===== src/rtl/linear_layer_sched.sv =====
// Row scheduler for the quantized linear layer: issues one dot-product per output row,
// requantizes the 32-bit accumulation and writes it to the output activation memory.
module linear_layer_sched #(
    parameter int ADDR_WIDTH = 10,
    parameter int DATA_WIDTH = 16,
    parameter int VEC_LEN    = 8,
    parameter int SHIFT_W    = 5
) (
    input  logic                    clk,
    input  logic                    rst_n,
    input  logic                    start,
    input  logic                    abort,
    input  logic [ADDR_WIDTH-1:0]   num_rows,
    input  logic [SHIFT_W-1:0]      out_shift,
    output logic                    busy,
    output logic                    done,
    output logic [ADDR_WIDTH-1:0]   row_idx,
    output logic                    dp_start,
    output logic [ADDR_WIDTH-1:0]   dp_base_addr,
    input  logic [2*DATA_WIDTH-1:0] dp_result,
    input  logic                    dp_done,
    output logic                    out_wr_en,
    output logic [ADDR_WIDTH-1:0]   out_wr_addr,
    output logic [DATA_WIDTH-1:0]   out_wr_data,
    output logic [2:0]              dbg_state
);

    localparam int RW = 2 * DATA_WIDTH;
    localparam logic signed [RW-1:0] SAT_MAX = {{(RW-DATA_WIDTH+1){1'b0}}, {(DATA_WIDTH-1){1'b1}}};
    localparam logic signed [RW-1:0] SAT_MIN = {{(RW-DATA_WIDTH+1){1'b1}}, {(DATA_WIDTH-1){1'b0}}};

    typedef enum logic [2:0] {
        S_IDLE    = 3'd0,
        S_ISSUE   = 3'd1,
        S_WAIT_DP = 3'd2,
        S_WRITE   = 3'd3,
        S_FINISH  = 3'd4
    } state_t;

    state_t                  state_q;
    logic [ADDR_WIDTH-1:0]   rows_q;
    logic [SHIFT_W-1:0]      shift_q;
    logic [ADDR_WIDTH-1:0]   row_idx_q;
    logic [ADDR_WIDTH-1:0]   base_q;
    logic signed [RW-1:0]    res_q;
    logic signed [RW-1:0]    shifted;
    logic                    last_row;

    assign last_row = (row_idx_q == (rows_q - ADDR_WIDTH'(1)));

    // abort outranks every other transition; a WRITE cycle still strobes because
    // out_wr_en is decoded from the current state, not the next one.
    always_ff @(posedge clk or negedge rst_n) begin
        if (!rst_n) begin
            state_q   <= S_IDLE;
            rows_q    <= '0;
            shift_q   <= '0;
            row_idx_q <= '0;
            base_q    <= '0;
            res_q     <= '0;
        end else begin
            case (state_q)
                S_IDLE: begin
                    if (start && !abort) begin
                        if (num_rows != '0) begin
                            rows_q    <= num_rows;
                            shift_q   <= out_shift;
                            row_idx_q <= '0;
                            base_q    <= '0;
                            state_q   <= S_ISSUE;
                        end else begin
                            state_q   <= S_FINISH;
                        end
                    end
                end
                S_ISSUE: begin
                    state_q <= abort ? S_IDLE : S_WAIT_DP;
                end
                S_WAIT_DP: begin
                    if (abort) begin
                        state_q <= S_IDLE;
                    end else if (dp_done) begin
                        res_q   <= dp_result;
                        state_q <= S_WRITE;
                    end
                end
                S_WRITE: begin
                    if (abort) begin
                        state_q <= S_IDLE;
                    end else if (last_row) begin
                        state_q <= S_FINISH;
                    end else begin
                        row_idx_q <= row_idx_q + ADDR_WIDTH'(1);
                        base_q    <= base_q + ADDR_WIDTH'(VEC_LEN);
                        state_q   <= S_ISSUE;
                    end
                end
                S_FINISH: begin
                    state_q <= S_IDLE;
                end
                default: begin
                    state_q <= S_IDLE;
                end
            endcase
        end
    end

    // Arithmetic shift truncates toward -inf, then clamp to the activation range.
    assign shifted = res_q >>> shift_q;

    always_comb begin
        out_wr_data = shifted[DATA_WIDTH-1:0];
        if (shifted > SAT_MAX) begin
            out_wr_data = SAT_MAX[DATA_WIDTH-1:0];
        end else if (shifted < SAT_MIN) begin
            out_wr_data = SAT_MIN[DATA_WIDTH-1:0];
        end
    end

    assign busy         = (state_q != S_IDLE);
    assign done         = (state_q == S_FINISH);
    assign dp_start     = (state_q == S_ISSUE);
    assign out_wr_en    = (state_q == S_WRITE);
    assign row_idx      = row_idx_q;
    assign dp_base_addr = base_q;
    assign out_wr_addr  = row_idx_q;
    assign dbg_state    = state_q;

endmodule


===== config.mk =====
export PLATFORM = sky130hd
export DESIGN_NAME = linear_layer_sched
export DESIGN_NICKNAME = d
export VERILOG_FILES = /design/src/rtl/linear_layer_sched.sv
export SDC_FILE = /design/constraint.sdc
export NUM_CORES = 1
export LEC_CHECK = 0
export BUFFER_PORTS_ARGS = -buffer_cell sky130_fd_sc_hd__buf_4
export CAP_MARGIN = 10
export CORE_MARGIN = 2
export CORE_UTILIZATION = 30
export DETAILED_ROUTE_END_ITERATION = 12
export PLACE_DENSITY = 0.5
export SETUP_SLACK_MARGIN = 0.02
export SYNTH_ARGS = -nofsm -noshare
export SYNTH_HDL_FRONTEND = slang
export SYNTH_SLANG_ARGS = --single-unit

===== constraint.sdc =====
create_clock -name clk -period 4.7 [get_ports clk]
set_clock_uncertainty 0.2 [all_clocks]
set_input_delay 0 -clock clk [delete_from_list [all_inputs] [get_ports clk]]
set_output_delay 0 -clock clk [all_outputs]
set_load 0.02 [all_outputs]

==> Word-level counts from Yosys, hierarchy flattened <==
Index checks and enable logic that the tools add are counted.
{ "totals": {"reg_bits": 70, "latch_bits": 0, "ramBits": 0, "mem_bits_ro": 0, "out_inout_bits": 53, "word_cells": 51, "memories": 0} }
{ "classes": {"add_sub_neg": 3, "n_mul": 0, "div": 0, "n_lt_le_gt_ge": 2, "eq_ne": 10, "n_shift": 1, "mux": 18, "bitwise_logic": 1, "reduce_logical": 10} }
{ "ops": {"columns": ["operator", "count"], "rows": [
  ["two-way mux 10 bit", 6],
  ["case mux 10 bit (2 select lines)", 2],
  ["greater-than comparator 32 x 16 -> 1 bit, second input constant", 1],
  ["< comparator 32 x 16 -> 1 bit, second input constant", 1],
  ["two-way mux 16 bit", 2],
  [">>> shifter 32 x 5 -> 32 bit", 1],
  ["two-way mux 3 bit", 6],
  ["case mux 3 bit (4 select lines)", 1],
  ["adder 10 x 1 -> 10 bit, second input constant", 1],
  ["adder 10 x 4 -> 10 bit, second input constant", 1],
  ["equality test 10 bit", 1],
  ["nonzero test 10 bit", 1],
  ["subtractor 10 x 1 -> 10 bit, second input constant", 1],
  ["!= test 2 bit, second input constant", 4],
  ["equality test 3 x 2 -> 1 bit, second input constant", 2],
  ["AND reduction 3 bit", 2],
  ["AND reduction 5 bit", 1],
  ["equality test 3 x 1 -> 1 bit, second input constant", 1],
  ["equality test 3 bit, second input constant", 1],
  ["logical NOT 3 bit", 1],
  ["!= test 3 bit, second input constant", 1],
  ["nonzero test 3 bit", 1],
  ["two-way mux 2 bit", 1],
  ["AND reduction 2 bit", 1],
  ["4 further kinds", 4]
]} }

==> Longest topological paths before layout <==
{ "depth": {"word_depth": 5, "ltp_mapped": 10, "mapped_depth_nobuf": 9} }

==> Worst setup path before layout <==
Ideal clock, no wire load.
{ "synth_timing": {"path_kind": "register to output", "start": "register shift_q[0]", "end": "output port out_wr_data[10]", "t_arrival_ns": 2.505, "required_ns": 4.500, "slack_ns": 1.995, "path_stages_with_launch": 10, "path_buffers": 2, "cell_sequence": "dfrtp_1 > buf_6 > or4_4 > nor2_2 > a21oi_1 > or4_4 > nor4_4 > a41oi_4 > buf_6 > o21ai_2"} }
{ "synth_between": {"elab_chain_cells": 4, "elab_cells_between_ends": 5, "classes_between": "order compare (2); shift (1); mux (2)"} }
{ "synth_rtl": {"columns": ["element", "line_no", "text"], "rows": [
  ["start: declaration", "42", "logic [SHIFT_W-1:0] shift_q;"],
  ["start signal: assignment", "67", "shift_q <= out_shift;"],
  [">>> shifter 32 x 5 -> 32 bit *", "109", "assign shifted = res_q >>> shift_q;"],
  ["< comparator 32 x 16 -> 1 bit", "115", "end else if (shifted < SAT_MIN) begin"],
  ["two-way mux 16 bit", "115", null],
  ["two-way mux 16 bit *", "113", "if (shifted > SAT_MAX) begin"],
  ["end: declaration", "24", "output logic [DATA_WIDTH-1:0] out_wr_data,"]
]} }
Every way passes the cells marked *; elsewhere a longest branch is shown, timed or not.

==> Worst setup path after layout <==
{ "layout_timing": {"start": "register shift_q[2]", "end": "output port out_wr_data[4]"} }
Same word-level chain as after synthesis.

==> reports/metrics.cfg <==
[cts]
path_clk_slew_ns=0.06
cts_setup_buffers=0
clk_path_buf_depth=2
clock_sinks=67
root_buffer=clkbuf_16
numCtsBuffers=9
cts_tree=done
htreeDepth=3
cts_resized=0
clk_latency_ns=0.34

[worst_setup_path]
path_buf_inv=2
crit_type=reg2out
cp.required_ns=4.50
crit_arrival_ns=3.69
worst_path_most_repeated_cell=buf_4
critPathCaptureType=output port
crit_fanout=30
setup.worst_path.start=shift_q[2]$_DFFE_PN0P_
critical-path-max-stage-delay_ns=1.06
crit_family=flip-flops
critical-path-slowest-cell=dfrtp_1
worstPathCellList=buf_4, mux2i_1, o21a_1, or4_4, nor4_4, a41oi_4, o21ai_1, buf_4
crit_path_start_kind=flop
reg2reg_from=rows_q[0]$_DFFE_PN0P_

[synthesis]
yosysSeqAreaShare=0.3113
synth_most_common_cell=nand2_1
async_flop_share=1.000
syn_inst=602
yosysWarnings=0
ys_ff_latch=67
yosys-top-cells-area=dfrtp_1 (31%), mux2_2 (8.6%), nand2_1 (5.6%), mux4_2 (4.6%), mux2i_1 (4.3%)
netlist_area_um2=5386
ys_types=68
netlist_top_cells_count=nand2_1 (81), dfrtp_1 (67), mux2_2 (41)
ys.flop_type=dfrtp_1
synth_top_area_cell=dfrtp_1
synth_edf_count=0
syn_avg_cell_area_um2=8.948
synth_top_area_frac=0.3113

[routing]
detailroute.via_count=5180
avgViaCountPerCell=5.476
routedWlPerCell_um=17.35
dr.pass1.iters=4
drc=0
drt_iter0_drc=262
final_antenna_net_count=0
wirelength_um=16410

[final_layout]
area_growth_pct=29.62
nets=771
stdcell_count=946
diodes=0
fillers=1751
drive_gt1_frac=0.2718

[sta]
hold-worst-slack_ns=0.1051
fin_ws_ns=0.8115
setup_viol=0
clock.fmax_mhz=257.2
maxSlewViolCount=0
fin_tns_setup_ns=0
fin_crit_sh=0.8273
max_slew_margin=0.2817
period_needed_ns=3.889
hold_viol=0
tightest_slew_ns=1.077
rsz0062_at_grt=false

[die]
row_count=48
dieWidth_um=138.0
die_area_um2=19040
die_y_um=138.0
io_pins=105
initial_core_util=0.3093
core_um2=17420

[placement]
dp_slack_ns=1.192
place_hpwl_um=11990
portBuffers=101
placed_cells=879
routabilityCongestion=0.8593

[grt]
grt_overflow=0
antenna_found_initial=0
grt_util_all_layers=0.1754
grt_pass1_wl_um=25940
grt_max_degree=68
grt_pass1_vias=4910

[pwr]
finalPower_uw=5220
power_density_nw_per_um2=747.6
irDropWorstVdd_mv=0.5385
leakage_uw=0.002949

[run]
cap_violations=0

[outcome]
outcome=completed

[min_path]
hold_path.class=in2async

## path summary, 6_finish.rpt
path	depth (start not counted)	slack (ns)	end
max in group asynchronous	2	3.56	shift_q[1]$_DFFE_PN0P_
worst min-delay path	2	0.11	dp_base_addr[6]$_DFFE_PN0P_
worst max-delay path	8	0.81	out_wr_data[4]
worst min register to register	2	0.31	rows_q[9]$_DFFE_PN0P_
worst max register to register	9	1.41	out_wr_addr[4]$_DFFE_PN0P_
min in group clk	5	0.12	dbg_state[0]$_DFFE_PN0P_
## where the power goes
group | total (uW) | switching (uW) | internal [uW] | leakage, uW
Sequential | 1230 | 445 | 789 | 0.000852
Combinational | 3300 | 1850 | 1450 | 0.00196
Clock | 690 | 267 | 424 | 0.000137
## cells by family after synthesis
family | count (synthesis) | synth area share
compound gates | 149 | 0.1965
other cells | 1 | 0.0006962
buf+inv | 70 | 0.06783
flops | 67 | 0.3113
xor+xnor | 11 | 0.01789
fa+ha+maj | 3 | 0.006969
mux | 89 | 0.2037
simple gates | 212 | 0.1951
## placed cells by master (no fill, tap or decap), drive strengths merged, types with 5 or more instances in the layout
cell,instances
nor2,37
or3,5
o22ai,10
mux4,11
nand2b,5
nand4,8
o211ai,7
nor3,14
a211o,5
o311ai,6
a21oi,21
mux2,55
nand2,81
or2,5
nand3,17
mux2i,23
xnor2,9
a211oi,12
or4,9
clkbuf,10
nor2b,7
dfrtp,67
dlygate4sd3,51
inv,12
o21ai,42
nor4,6
buf,108
a221o,7
## state kept, by name, summed over array words and instances, names as in the netlist
register	flops
res_q	32
out_wr_addr	10
rows_q	10
dp_base_addr	7
shift_q	5
dbg_state	3
## metrics by stage
stage	util	area, um2
2_1_floorplan	-	5394
3_3_place_gp	0.3541	6167
3_5_place_dp	0.3541	6167
4_1_cts	0.4009	6982
5_1_grt	0.4009	6982
6_report	0.4009	6982
## metal layers
metal,part of all wire,global-route usage,wire (um),vias up
met5,0,0,0,-
met4,0.026,0.07200,419,0
met3,0.046,0.02339,757,24
met2,0.49,0.2968,8018,163
met1,0.44,0.2255,7217,2528
li1,-,-,-,2465
## area by class of cell
| cell class | count | area, um2 | share of cell area |
|---|---|---|---|
| Clock buffer | 10 | 239.0 | 0.03423 |
| Clock inverter | 6 | 65.06 | 0.009319 |
| Inverter | 12 | 45.04 | 0.006452 |
| Multi-Input combinational cell | 467 | 3352 | 0.4801 |
| Sequential cell | 67 | 1678 | 0.2403 |
| Tap cell | 225 | 281.5 | 0.04032 |
| Timing Repair Buffer | 159 | 1321 | 0.1892 |
## timing repair
action	in CTS	in global routing
hold endpoints to repair	118	0
setup endpoints to repair	0	0
hold buffers	51	0
Note: power is estimated with default switching activity, not from simulation.
